==> src/rtl/dmem_arbiter_if.sv <==
// Bundle of CPU, debug and memory-side signals around the data-memory arbiter.
// slave = arbiter view; master = requesters plus the memory (the bench side).
interface dmem_arbiter_if #(
   parameter int unsigned ADDR_W = 32,
   parameter int unsigned DATA_W = 32
);
   logic              cpu_req;
   logic              cpu_we;
   logic [ADDR_W-1:0] cpu_addr;
   logic [DATA_W-1:0] cpu_wdata;
   logic              cpu_stall;
   logic [DATA_W-1:0] cpu_rdata;
   logic              cpu_rvalid;

   logic              dbg_req;
   logic              dbg_we;
   logic [ADDR_W-1:0] dbg_addr;
   logic [DATA_W-1:0] dbg_wdata;
   logic              dbg_ack;
   logic [DATA_W-1:0] dbg_rdata;
   logic              dbg_rvalid;

   logic              mem_en;
   logic              mem_we;
   logic [ADDR_W-1:0] mem_addr;
   logic [DATA_W-1:0] mem_wdata;
   logic [DATA_W-1:0] mem_rdata;

   modport slave (
      input  cpu_req, cpu_we, cpu_addr, cpu_wdata,
      output cpu_stall, cpu_rdata, cpu_rvalid,
      input  dbg_req, dbg_we, dbg_addr, dbg_wdata,
      output dbg_ack, dbg_rdata, dbg_rvalid,
      output mem_en, mem_we, mem_addr, mem_wdata,
      input  mem_rdata
   );

   modport master (
      output cpu_req, cpu_we, cpu_addr, cpu_wdata,
      input  cpu_stall, cpu_rdata, cpu_rvalid,
      output dbg_req, dbg_we, dbg_addr, dbg_wdata,
      input  dbg_ack, dbg_rdata, dbg_rvalid,
      input  mem_en, mem_we, mem_addr, mem_wdata,
      output mem_rdata
   );
endinterface

==> src/rtl/dmem_arbiter.sv <==
// Shares one synchronous-read data memory between the CPU EX stage and a debug port.
// CPU has priority; a starvation counter forces a debug grant after MAX_WAIT lost cycles.
module dmem_arbiter #(
   parameter int unsigned ADDR_W   = 32,
   parameter int unsigned DATA_W   = 32,
   parameter int unsigned MAX_WAIT = 4
) (
   input logic            clk,
   input logic            rst_n,
   dmem_arbiter_if.slave  bus
);
   localparam int unsigned CNT_W = 4;

   typedef enum logic [1:0] {IDLE, CPU_RD, DBG_RD} state_t;

   state_t             state, state_n;
   logic [CNT_W-1:0]   starve_cnt, starve_cnt_n;
   logic               dbg_win, cpu_win;

   // State and starvation counter registers
   always_ff @(posedge clk or negedge rst_n) begin
      if (!rst_n) begin
         state      <= IDLE;
         starve_cnt <= CNT_W'(0);
      end else begin
         state      <= state_n;
         starve_cnt <= starve_cnt_n;
      end
   end

   // Arbitration, sequencing and (reset-gated) combinational outputs
   always_comb begin
      state_n        = state;
      starve_cnt_n   = starve_cnt;
      dbg_win        = 1'b0;
      cpu_win        = 1'b0;
      bus.cpu_stall  = 1'b0;
      bus.cpu_rdata  = DATA_W'(0);
      bus.cpu_rvalid = 1'b0;
      bus.dbg_ack    = 1'b0;
      bus.dbg_rdata  = DATA_W'(0);
      bus.dbg_rvalid = 1'b0;
      bus.mem_en     = 1'b0;
      bus.mem_we     = 1'b0;
      bus.mem_addr   = ADDR_W'(0);
      bus.mem_wdata  = DATA_W'(0);

      if (rst_n) begin
         case (state)
            IDLE: begin
               dbg_win = bus.dbg_req &
                         (!bus.cpu_req || starve_cnt == CNT_W'(MAX_WAIT));
               cpu_win = bus.cpu_req & !dbg_win;
               if (dbg_win) begin
                  bus.mem_en    = 1'b1;
                  bus.mem_we    = bus.dbg_we;
                  bus.mem_addr  = bus.dbg_addr;
                  bus.mem_wdata = bus.dbg_wdata;
                  bus.dbg_ack   = 1'b1;
                  bus.cpu_stall = bus.cpu_req;
                  starve_cnt_n  = CNT_W'(0);
                  if (!bus.dbg_we) state_n = DBG_RD;
               end else if (cpu_win) begin
                  bus.mem_en    = 1'b1;
                  bus.mem_we    = bus.cpu_we;
                  bus.mem_addr  = bus.cpu_addr;
                  bus.mem_wdata = bus.cpu_wdata;
                  bus.cpu_stall = !bus.cpu_we;
                  if (!bus.cpu_we) state_n = CPU_RD;
                  if (bus.dbg_req && starve_cnt < CNT_W'(MAX_WAIT))
                     starve_cnt_n = starve_cnt + CNT_W'(1);
               end
            end
            CPU_RD: begin
               bus.cpu_rvalid = 1'b1;
               bus.cpu_rdata  = bus.mem_rdata;
               state_n        = IDLE;
            end
            DBG_RD: begin
               bus.dbg_rvalid = 1'b1;
               bus.dbg_rdata  = bus.mem_rdata;
               bus.cpu_stall  = bus.cpu_req;
               state_n        = IDLE;
            end
            default: state_n = IDLE;
         endcase
         // A withdrawn debug request never accrues starvation credit
         if (!bus.dbg_req) starve_cnt_n = CNT_W'(0);
      end
   end
endmodule

==> src/flat_wrapper.sv <==
// flat-port wrapper written by rule: the top's interface ports become plain ports
module dmem_arbiter_flat 
#(
   parameter int unsigned ADDR_W   = 32,
   parameter int unsigned DATA_W   = 32,
   parameter int unsigned MAX_WAIT = 4
)
  (clk, rst_n, bus_cpu_req, bus_cpu_we, bus_cpu_addr, bus_cpu_wdata, bus_cpu_stall, bus_cpu_rdata, bus_cpu_rvalid, bus_dbg_req, bus_dbg_we, bus_dbg_addr, bus_dbg_wdata, bus_dbg_ack, bus_dbg_rdata, bus_dbg_rvalid, bus_mem_en, bus_mem_we, bus_mem_addr, bus_mem_wdata, bus_mem_rdata);
  dmem_arbiter_if #(.ADDR_W(ADDR_W), .DATA_W(DATA_W)) bus_i ();
  input logic clk;
  input logic rst_n;
  input wire logic [$bits(bus_i.cpu_req)-1:0] bus_cpu_req;
  input wire logic [$bits(bus_i.cpu_we)-1:0] bus_cpu_we;
  input wire logic [$bits(bus_i.cpu_addr)-1:0] bus_cpu_addr;
  input wire logic [$bits(bus_i.cpu_wdata)-1:0] bus_cpu_wdata;
  output wire logic [$bits(bus_i.cpu_stall)-1:0] bus_cpu_stall;
  output wire logic [$bits(bus_i.cpu_rdata)-1:0] bus_cpu_rdata;
  output wire logic [$bits(bus_i.cpu_rvalid)-1:0] bus_cpu_rvalid;
  input wire logic [$bits(bus_i.dbg_req)-1:0] bus_dbg_req;
  input wire logic [$bits(bus_i.dbg_we)-1:0] bus_dbg_we;
  input wire logic [$bits(bus_i.dbg_addr)-1:0] bus_dbg_addr;
  input wire logic [$bits(bus_i.dbg_wdata)-1:0] bus_dbg_wdata;
  output wire logic [$bits(bus_i.dbg_ack)-1:0] bus_dbg_ack;
  output wire logic [$bits(bus_i.dbg_rdata)-1:0] bus_dbg_rdata;
  output wire logic [$bits(bus_i.dbg_rvalid)-1:0] bus_dbg_rvalid;
  output wire logic [$bits(bus_i.mem_en)-1:0] bus_mem_en;
  output wire logic [$bits(bus_i.mem_we)-1:0] bus_mem_we;
  output wire logic [$bits(bus_i.mem_addr)-1:0] bus_mem_addr;
  output wire logic [$bits(bus_i.mem_wdata)-1:0] bus_mem_wdata;
  input wire logic [$bits(bus_i.mem_rdata)-1:0] bus_mem_rdata;
  assign bus_i.cpu_req = bus_cpu_req;
  assign bus_i.cpu_we = bus_cpu_we;
  assign bus_i.cpu_addr = bus_cpu_addr;
  assign bus_i.cpu_wdata = bus_cpu_wdata;
  assign bus_cpu_stall = bus_i.cpu_stall;
  assign bus_cpu_rdata = bus_i.cpu_rdata;
  assign bus_cpu_rvalid = bus_i.cpu_rvalid;
  assign bus_i.dbg_req = bus_dbg_req;
  assign bus_i.dbg_we = bus_dbg_we;
  assign bus_i.dbg_addr = bus_dbg_addr;
  assign bus_i.dbg_wdata = bus_dbg_wdata;
  assign bus_dbg_ack = bus_i.dbg_ack;
  assign bus_dbg_rdata = bus_i.dbg_rdata;
  assign bus_dbg_rvalid = bus_i.dbg_rvalid;
  assign bus_mem_en = bus_i.mem_en;
  assign bus_mem_we = bus_i.mem_we;
  assign bus_mem_addr = bus_i.mem_addr;
  assign bus_mem_wdata = bus_i.mem_wdata;
  assign bus_i.mem_rdata = bus_mem_rdata;
  dmem_arbiter #(.ADDR_W(ADDR_W), .DATA_W(DATA_W), .MAX_WAIT(MAX_WAIT)) u_core (.clk(clk), .rst_n(rst_n), .bus(bus_i));
endmodule
==> config.mk <==
export PLATFORM = sky130hd
export DESIGN_NAME = dmem_arbiter_flat
export DESIGN_NICKNAME = d
export VERILOG_FILES = /design/src/rtl/dmem_arbiter_if.sv /design/src/rtl/dmem_arbiter.sv /design/src/flat_wrapper.sv
export SDC_FILE = /design/constraint.sdc
export NUM_CORES = 1
export LEC_CHECK = 0
export BUFFER_PORTS_ARGS = -buffer_cell sky130_fd_sc_hd__clkbuf_2
export CORE_AREA = 2 2 115 117
export DETAILED_ROUTE_END_ITERATION = 8
export DIE_AREA = 0 0 117 119
export HOLD_SLACK_MARGIN = 0.15
export RECOVER_POWER = 100
export SETUP_SLACK_MARGIN = 0.1
export SLEW_MARGIN = 20
export SYNTH_ARGS = -nofsm -noshare
export SYNTH_HDL_FRONTEND = slang
export SYNTH_SLANG_ARGS = --single-unit
export TNS_END_PERCENT = 30
==> constraint.sdc <==
create_clock -name clk -period 2.15 [get_ports clk]
set_input_delay 0.1075 -clock clk [delete_from_list [all_inputs] [get_ports clk]]
set_output_delay 0.1075 -clock clk [all_outputs]
set_load 0.05 [all_outputs]
==> results.md <==
* HPWL after detailed placement at 7.95 mm
* Share of cells above drive strength 1 at 0.563
* Root Driver: clkbuf_16
* Pint at between 0.8 and 0.9 mW
* GPL Wtd Cong at 0.782
* DR WL/cell at 13.5 um
* FFs w/ async S/R, synth at 1.00
* Slew Viols, Final at 0
* Design area at 0.00483 mm2
* Clock Sinks at 6
* Status: finished clean
* Fin Setup TNS at 0 ns
* Synth unique cells at 32
* CTS tree: done
* Post-place instance area at 0.00405 mm2
* Clock power share at 0.174
* NumNets Final at between 800 and 900
* Post-synthesis sequential area ratio at 0.0660
* WS Path Type: flop to primary output
* Yosys warns at 0
* Max cap viols at 0
* Unrepaired setup endpoints after global routing: true
* Min cycle time layout at 2.12 ns
* EDFF count, synth at 0
* DRT iter0 DRCs at 132
* Total Wirelength at 11.1 mm
* R2R depth at 5
* Post-DRT Antenna Nets at 0
* Clk_skew at 0.00496 ns
* Grt ovf at 0
* DIE WIDTH at around 120 um
* R2R setup slack at 0.54 ns
* Port bufs at around 300
* Pin count of the biggest net entering global routing at 34
* Die area at 0.0139 mm2
* Least-Margin Pin Slew at 0.325 ns
* Final setup violation count at 0
* N_diodes at 0
* First drt pass iteration count at 4
* Hold path start: bus_dbg_req
* Clk pin slew, worst setup/hold paths at 0.04 ns
* Pwr Total at roughly 1.8 mW
* Data required, critical path at 2.04 ns
* Fillers at 1,350
* Initial Util at 0.177
* Reg2reg start: u_core.state[0]
* Vias/cell at 4.28
* Sw power at 0.894 mW
* Final hold vios at 0
* Reg-to-reg endpoint: u_core.starve_cnt[1]
* # IOs at 300
* Fmax at around 470 MHz
* Post-synth design cell area at approximately 0.0023 mm2
* First-pass GRT wire length at 15.8 mm
* Hold EP: u_core.starve_cnt[1]
* Worst EP arrival at 2.01 ns
* Worst setup SP type: flop
* Crit path max fanout at 6
* Min-Delay Path Class: primary input to flop
* Ys flop type: dfrtp_1
* Post-synthesis register bit count at 6
* Core Util, Final at 0.375
* # DRC at 0
* Antenna violations before repair at 0
* Leakage power total at 2.51 nW
* Register area at between 150 and 200 um2
* Sw Ratio at 0.502
* Worst skew pair latency at between 0.2 and 0.25 ns
* Vias in the first global route at 3,194
* Total GRT Usage at 0.140
* Final period util at 0.985
* Syn-to-layout area delta at 112%
* Core area at 0.0129 mm2
* Hold path cells at 3
* Synth Instances at 339
* Reg power frac at 0.071
* DR vias at approximately 3,500
* Combinational cell fraction of total power at 0.754
* Row cnt at 42
* Syn Area/Cell at 6.71 um2
* Nature of the critical path endpoint: primary output
* H-tree depth at 1
* Die height at 119 um
* CTS Buf Count at 3
* Cell Pwr Density at 368 mW/mm2
* Rel. slew slack at 0.783
* Net count of the mapped netlist at 507
* Peak supply drop at 0.000184 V
* Area of the multi-input gates at ~0.002 mm2
* Longest Clk Path Bufs at 2
[layout make-up]
type	count	area share
Clock buffer	3	0.0155
Inverter	5	0.00389
Multi-Input combinational cell	292	0.418
Sequential cell	6	0.0313
Tap cell	176	0.0456
Timing Repair Buffer	342	0.486
[layout by cell type (no fill, tap or decap), types with 2 or more instances in the layout]
cell / n
dlygate4sd3_1: 3
buf_6: 3
clkbuf_2: 235
nor2_1: 2
and2_1: 65
buf_16: 4
inv_1: 2
buf_2: 6
inv_2: 3
o41ai_1: 2
mux2i_1: 52
nand2_1: 71
o22ai_1: 2
buf_12: 11
clkbuf_1: 2
buf_8: 4
nand4_1: 2
clkbuf_16: 5
buf_4: 32
dfrtp_1: 5
clkbuf_4: 26
clkbuf_8: 14
nand3_1: 64
mux2i_2: 6
mux2i_4: 8
[flip-flops by register name (all words and copies together) (netlist names)]
signal and count:
u_core.starve_cnt 4, u_core.state 2
[cells in the mapped netlist (all sizes together), types with 2 or more instances]
master  instances  area [um2]
and2           65         407
buf            26         201
clkbuf         10        37.5
dfrtp           6         150
ha              2        25.0
inv             5        18.8
mux2i          66         661
nand2          71         267
nand3          65         325
nand3b          2        27.5
nand4           2        12.5
nor2            2        7.51
o22ai           2        12.5
o41ai           2        17.5
[stage by stage]
step | hold slack (ns) | instances | setup slack (ns)
2_1_floorplan | -0.188 | 339 | -0.0990
6_report | 0.259 | 824 | 0.0331
3_3_place_gp | 0.0465 | 797 | 0.200
5_1_grt | 0.300 | 824 | -0.0393
4_1_cts | 0.277 | 817 | 0.0638
3_5_place_dp | 0.0444 | 797 | 0.174
[worst max-delay path: stages, from the launching register on]
cell and delay, ns:
dfrtp_1 0.38, inv_2 0.07, ha_4 0.14, nand3b_4 0.09
a21boi_4 0.21, buf_12 0.15, buf_12 0.13, clkbuf_16 0.15
mux2i_2 0.22, clkbuf_8 0.21
[kinds of logic after synthesis]
| group | after synthesis | synth area share |
|---|---|---|
| compound gates | 11 | 0.0369 |
| mux | 66 | 0.291 |
| flops | 6 | 0.0660 |
| fa+ha+maj | 2 | 0.0110 |
| simple gates | 213 | 0.482 |
| buf+inv | 41 | 0.113 |
[routing by layer]
| metal | global-route usage | wire [um] |
|---|---|---|
| met5 | 0 | 0 |
| met4 | 0.0221 | 140 |
| met3 | 0.0173 | 646 |
| met2 | 0.238 | 5540 |
| met1 | 0.192 | 4770 |
[how the worst max path moves through the flow]
stage,startpoint,to,slack [ns]
after floorplan,u_core.starve_cnt[0],bus_mem_addr[10],-0.1
after global placement,u_core.starve_cnt[0],bus_mem_wdata[18],0.20
after detailed placement,u_core.starve_cnt[0],bus_mem_wdata[15],0.17
after CTS,u_core.starve_cnt[0],bus_mem_wdata[18],0.06
after global routing,u_core.starve_cnt[0],bus_mem_wdata[17],-0.04
final,u_core.starve_cnt[0],bus_mem_wdata[18],0.03
[power by group through the flow]
stage / sequential [mW] / combinational [mW] / clock [mW]
finish: 0.127 / 1.34 / 0.310
global route: 0.128 / 1.42 / 0.317
CTS: 0.127 / 1.28 / 0.309
detailed placement: 0.129 / 1.13 / 0
global placement: 0.129 / 1.13 / 0
floorplan: 0.127 / 0.774 / 0
[what timing repair did]
item                                    CTS  global route
hold buffers                              3             0
gates resized for setup                  67            76
gates cloned                              3             2
pin swaps                                 2             2
endpoints found under the setup margin   62            58
hold endpoints to repair                  8             0
setup buffers                            11             5
(Power assumes the default switching activity.)
